## src/rtl/pipe_hazard_ctrl.sv

```systemverilog
// Pipeline sequencing controller: load-use bubbles, MULT/DIV EX occupancy stall,
// taken-branch flushes and saturating stall/flush performance counters.
module pipe_hazard_ctrl #(
    parameter int unsigned MULDIV_CYCLES = 4
) (
    input  logic        clk,
    input  logic        rst,
    input  logic [4:0]  id_rs,
    input  logic [4:0]  id_rt,
    input  logic        id_uses_rs,
    input  logic        id_uses_rt,
    input  logic        id_is_muldiv,
    input  logic        ex_mem_read,
    input  logic [4:0]  ex_rt,
    input  logic        branch_taken,
    output logic        pc_en,
    output logic        if_id_en,
    output logic        if_id_flush,
    output logic        id_ex_en,
    output logic        id_ex_bubble,
    output logic        md_busy,
    output logic        md_abort,
    output logic [31:0] stall_cycles,
    output logic [15:0] flush_events
);

    typedef enum logic {
        RUN,
        MD_BUSY
    } state_t;

    localparam logic [3:0] MD_LOAD = 4'(MULDIV_CYCLES - 1);

    state_t     state_q, state_d;
    logic [3:0] md_cnt_q, md_cnt_d;
    logic       lu;

    assign lu = (state_q == RUN) && ex_mem_read && (ex_rt != 5'd0) &&
                ((id_uses_rs && (id_rs == ex_rt)) || (id_uses_rt && (id_rt == ex_rt)));

    always_comb begin
        pc_en        = 1'b0;
        if_id_en     = 1'b0;
        if_id_flush  = 1'b0;
        id_ex_en     = 1'b0;
        id_ex_bubble = 1'b0;
        md_busy      = 1'b0;
        md_abort     = 1'b0;
        state_d      = state_q;
        md_cnt_d     = md_cnt_q;

        if (rst) begin
            state_d  = RUN;
            md_cnt_d = '0;
        end else if (branch_taken) begin
            pc_en        = 1'b1;
            if_id_en     = 1'b1;
            if_id_flush  = 1'b1;
            id_ex_en     = 1'b1;
            id_ex_bubble = 1'b1;
            md_abort     = (state_q == MD_BUSY);
            state_d      = RUN;
            md_cnt_d     = '0;
        end else if (state_q == MD_BUSY) begin
            md_busy  = 1'b1;
            md_cnt_d = md_cnt_q - 4'd1;
            if (md_cnt_q == 4'd1) begin
                state_d = RUN;
            end
        end else if (lu) begin
            id_ex_en     = 1'b1;
            id_ex_bubble = 1'b1;
        end else begin
            pc_en    = 1'b1;
            if_id_en = 1'b1;
            id_ex_en = 1'b1;
            // The op is captured into ID/EX at this edge; the remaining cycles stall.
            if (id_is_muldiv && (MULDIV_CYCLES > 1)) begin
                state_d  = MD_BUSY;
                md_cnt_d = MD_LOAD;
            end
        end
    end

    always_ff @(posedge clk) begin
        if (rst) begin
            state_q      <= RUN;
            md_cnt_q     <= '0;
            stall_cycles <= '0;
            flush_events <= '0;
        end else begin
            state_q  <= state_d;
            md_cnt_q <= md_cnt_d;
            if (!pc_en && (stall_cycles != '1)) begin
                stall_cycles <= stall_cycles + 32'd1;
            end
            if (branch_taken && (flush_events != '1)) begin
                flush_events <= flush_events + 16'd1;
            end
        end
    end

endmodule

```

## config.mk

```make
export PLATFORM = sky130hd
export DESIGN_NAME = pipe_hazard_ctrl
export DESIGN_NICKNAME = d
export VERILOG_FILES = /design/src/rtl/pipe_hazard_ctrl.sv
export SDC_FILE = /design/constraint.sdc
export NUM_CORES = 1
export LEC_CHECK = 0
export ABC_AREA = 1
export CORE_MARGIN = 2
export CORE_UTILIZATION = 50
export DETAILED_ROUTE_END_ITERATION = 8
export PLACE_DENSITY = 0.79
export SETUP_SLACK_MARGIN = 0.2
export SLEW_MARGIN = 0
export SYNTH_ARGS = -nofsm -noshare
export SYNTH_HDL_FRONTEND = slang
export SYNTH_SLANG_ARGS = --single-unit
```

## constraint.sdc

```tcl
create_clock -name clk -period 2 [get_ports clk]
set_input_delay 0.4 -clock clk [delete_from_list [all_inputs] [get_ports clk]]
set_output_delay 0.4 -clock clk [all_outputs]
set_load 0.1 [all_outputs]
```

# == After elaboration in Yosys (flattened, before gate mapping) ==
# Index checks and enable logic that the tools add are counted.
# totals
input_bits,22
register_bits,53
wordCells,52
output_inout_bits,55
# op_classes
n_addsub,3
n_reduce_logical,13
bitwise,1
eq_ne,6
n_mux,25
# op_table
cell,n
$add 32x1->32 const B,1
$ne 32x32->1 const B,1
$mux 1,22
$add 16x1->16 const B,1
$ne 16x16->1 const B,1
$mux 4,3
$eq 5x5->1,2
$logic_and 1x1->1,7
$reduce_bool 5->1,1
$eq 4x1->1 const B,1
$sub 4x1->4 const B,1
$ne 2x2->1 const B,1
$reduce_and 2->1,1
$reduce_bool 2->1,1
$reduce_or 2->1,1
$logic_not 1->1,1
$logic_or 1x1->1,1
$not 1->1,1

# == Depth between registers and ports, before layout ==
# logic_depth
ltp_word,10
depth_mapped,13
ltp_nobuf,12

# == Worst setup path before layout ==
# OpenSTA, ideal clock, no wires.
# synth_timing
path_type,in2out
start,input port rst
end,output port md_abort
setup_slack_ps,-2284
required_time_ps,1600
stages,6
arrival_time_ps,3884
n_path_buf,3
path_cell_list,buf_2 nor2_1 inv_1 clkbuf_1 buf_2 nor2_1
# synth_between
elab_chain_cells,1
# synth_lines
element,line_no,text
"start, declared",7,"input logic rst,"
$mux 1,52,if (rst) begin
"end, declared",22,"output logic md_abort,"
# No other way between the ends.

# == Final worst setup path ==
# layout_timing
start,input port ex_rt[0]
end,output port if_id_en
# layout_between
elab_chain_cells,8
word_cells_on_any_way,12
cone_classes,eq/ne (2); mux (4); reduce/logical (6)
# layout_lines
element,line_no,text
"start, declared",14,"input logic [4:0] ex_rt,"
$eq 5x5->1,39,((id_uses_rs && (id_rs == ex_rt)) || (id_uses_rt && (id_rt == ex_rt)));
$logic_and 1x1->1,39,
$logic_or 1x1->1,39,
$logic_and 1x1->1 (*),38,assign lu = (state_q == RUN) && ex_mem_read && (ex_rt != 5'd0) &&
$mux 1 (*),70,end else if (lu) begin
$mux 1 (*),64,end else if (state_q == MD_BUSY) begin
$mux 1 (*),55,end else if (branch_taken) begin
$mux 1 (*),52,
"end, declared",17,"output logic if_id_en,"
# Mark *: on every way between the ends. The rest lies on a longest branch, timed or not.

==> metrics.md <==
| Metric | Value |
|---|---|
| Status | finished clean |
| Mapped Cells | 597 |
| Hold path cells | 1 |
| Leakage | 2.04 nW |
| Total Wirelength | 10500 um |
| CP Max Fanout | 4 |
| Placed cell area | 4710 um2 |
| R2R Setup Slk | 0.33 ns |
| First-pass DRT Iterations | 6 |
| Synth top area cells | dfxtp_1, nand2_1, nor2_1 |
| # rows | 30 |
| Fill cell count | 606 |
| Initial core utilization | 0.522 |
| Power Total | 2.22 mW |
| Gpl congestion | 1.05 |
| Post-CTS Hold Buffers | 0 |
| WP data required | 1.60 ns |
| DRT iter0 DRCs | 181 |
| Register area share after synthesis | 0.296 |
| Startpoint Class | primary input |
| Vias in the first global route | 3861 |
| DIE HEIGHT | 88.7 um |
| Area of the mapped netlist | 3590 um2 |
| Clock sinks | 53 |
| Largest net degree at the start of global routing | 30 |
| Gr ovfl total | 0 |
| Slew @ Worst Pin | 0.615 ns |
| Mean routed wirelength per cell | 13.3 um |
| Syn_nets | 623 |
| Post-DP HPWL | 8040 um |
| Synth top cells by count | nand2_1, nor2_1, inv_1 |
| Final worst path period need | 1.80 ns |
| Max VDD drop | 283 uV |
| Setup Skew | 0.00796 ns |
| Worst-path cell chain | buf_6 -> inv_1 -> nand2_1 -> nand2_1 -> nor2_1 -> nand3_1 -> nand2_1 -> nand2_2 -> nand2_2 -> buf_12 -> nand2_8 -> buf_12 |
| TritonCTS Buffers | 5 |
| Worst-Skew Late Latency | 0.32 ns |
| Stages on the worst setup path | 12 |
| Post-synth top area share | 0.296 |
| R2R cell count | 10 |
| CP max stage delay | 0.16 ns |
| Area Overhead vs Synth | 36.2% |
| Critical Path End Type | output pin |
| CTS tree | yes |
| Die Width | 88.7 um |
| GRT Util Overall | 0.277 |
| I/O pin cnt | 77 |
| Number of warnings issued by yosys | 0 |
| Unrepaired setup endpoints after global routing | true |
| Hold WS | 0.487 ns |
| Endpoints failing setup | 0 |
| Nets | 714 |
| Number of antenna diodes | 0 |
| CP dominant cell by count | nand2_1 |
| Initial antenna violation count | 0 |
| Final Hold Fails | 0 |
| Hold Path Class | reg2reg |
| Mean post-synth cell area | 6.01 um2 |
| Clock buffer depth | 2 |
| H-tree Lvls | 2 |
| Die Area | 7870 um2 |
| Critical path class | in2out |
| Drt drc | 0 |
| Routed vias | 4101 |
| Vias/cell | 5.22 |
| Synthesized flop and latch total | 53 |
| Critical path data arrival time | 1.40 ns |
| Final worst-path cycle share | 0.899 |
| Ratio of cells with drive above 1 in the final layout | 0.287 |
| Post-synth EDFFs | 0 |
| Critical-path top delay cell | buf_12 |
| Ys async rst share | 0 |
| Max Cap Violations | 0 |
| Cell accounting for the most synthesized area | dfxtp_1 |
| Root buf cell | clkbuf_8 |
| Cell variety after synth | 30 |
| Top delay family on crit path | simple AND/OR/NAND/NOR gates |
| PwrDens | 453 nW/um2 |
| WP buf/inv | 4 |
| Count leader, synth | nand2_1 |
| Fmax | 0.556 GHz |
| Antenna Nets Post-Route | 0 |
| Max Slew Vio Count | 0 |
| Clk pin slew, worst setup/hold paths | 0.10 ns |
| First-pass GRT wire length | 17600 um |
| Design area | 4890 um2 |
| Prevailing post-synth register cell | dfxtp_1 |
| Port-buffer cells | 76 |
| Rel. slew slack | 0.589 |
| Area of the core | 6870 um2 |
worst reg2reg max path: cells and delay by family, from the launching register on:
family | cells | cell delay, ns
compound gates | 1 | 0.13
simple gates | 7 | 0.76
buf+inv | 1 | 0.16
fa+ha+maj | 1 | 0.16
flops | 1 | 0.39
metrics by stage:
step | setup TNS, ns | std cells | setup slack [ns] | util
final | 0 | 785 | 0.203 | 0.711
after global routing | 0 | 785 | 0.115 | 0.711
after CTS | 0 | 785 | 0.201 | 0.704
after detailed placement | -9.17 | 771 | -0.347 | 0.686
after global placement | -5.97 | 771 | -0.241 | 0.686
after floorplan | -0.951 | 597 | -0.370 | -
cell usage in the layout, fill, tap and decap left out, drive strengths merged:
cell type,instances
a211oi,1
a21oi,41
a31oi,2
buf,99
clkbuf,6
clkdlybuf4s15,1
clkdlybuf4s50,1
dfxtp,53
dlygate4sd2,3
ha,4
inv,73
nand2,195
nand3,24
nand3b,12
nand4,36
nor2,95
nor3,8
o21ai,15
o21bai,1
o311a,1
o31ai,1
or2,1
xnor2,3
xor2,13
cells by family (layout without fill, tap and decap cells):
| group | count (synthesis) | count (layout) | synth area share |
|---|---|---|---|
| adders and majority gates | 4 | 4 | 0.0140 |
| DFF | 53 | 53 | 0.296 |
| buffers and inverters | 91 | 183 | 0.108 |
| and+or+nand+nor | 371 | 371 | 0.453 |
| xor gates and xnor gates | 16 | 16 | 0.0391 |
| AOI/OAI and AO/OA | 62 | 62 | 0.0907 |
what timing repair did:
item,in CTS,in global routing
endpoints found under the setup margin,38,11
gates resized for setup,86,21
pin swaps,24,20
buffers inserted,6,0
where the power goes:
group | total [mW] | switching (mW) | leakage [nW] | internal (mW)
registers | 1.06 | 0.0187 | 0.460 | 1.04
logic | 0.496 | 0.317 | 1.53 | 0.179
clock network | 0.659 | 0.401 | 0.0509 | 0.258
per-layer routing:
layer  vias up  track usage  share of wire
met5         -            0              0
li1       2085            -              -
met4         0       0.0868          0.020
met1      1875        0.336           0.43
met3        20       0.0410          0.047
met2       121        0.500           0.51
flip-flops by register name (all words and copies together) (netlist names):
name          count
flush_events     16
md_cnt_q          4
stall_cycles     32
state_q           1
final cells by class:
type                       count  area, um2  share of cell area
multi-input combinational    453       2250               0.460
sequential                    53       1190               0.243
timing repair buffer         105        971               0.199
inverter                      70        270              0.0553
tap                           96        120              0.0246
clock buffer                   5       68.8              0.0141
clock inverter                 3       23.8             0.00486
final timing paths:
| check | startpoint | to |
|---|---|---|
| setup / recovery | ex_rt[0] | if_id_en |
| hold / removal | flush_events[9] | flush_events[9] |
| setup reg to reg | stall_cycles[0] | stall_cycles[15] |
| hold reg to reg | flush_events[9] | flush_events[9] |
(Power assumes the default switching activity.)
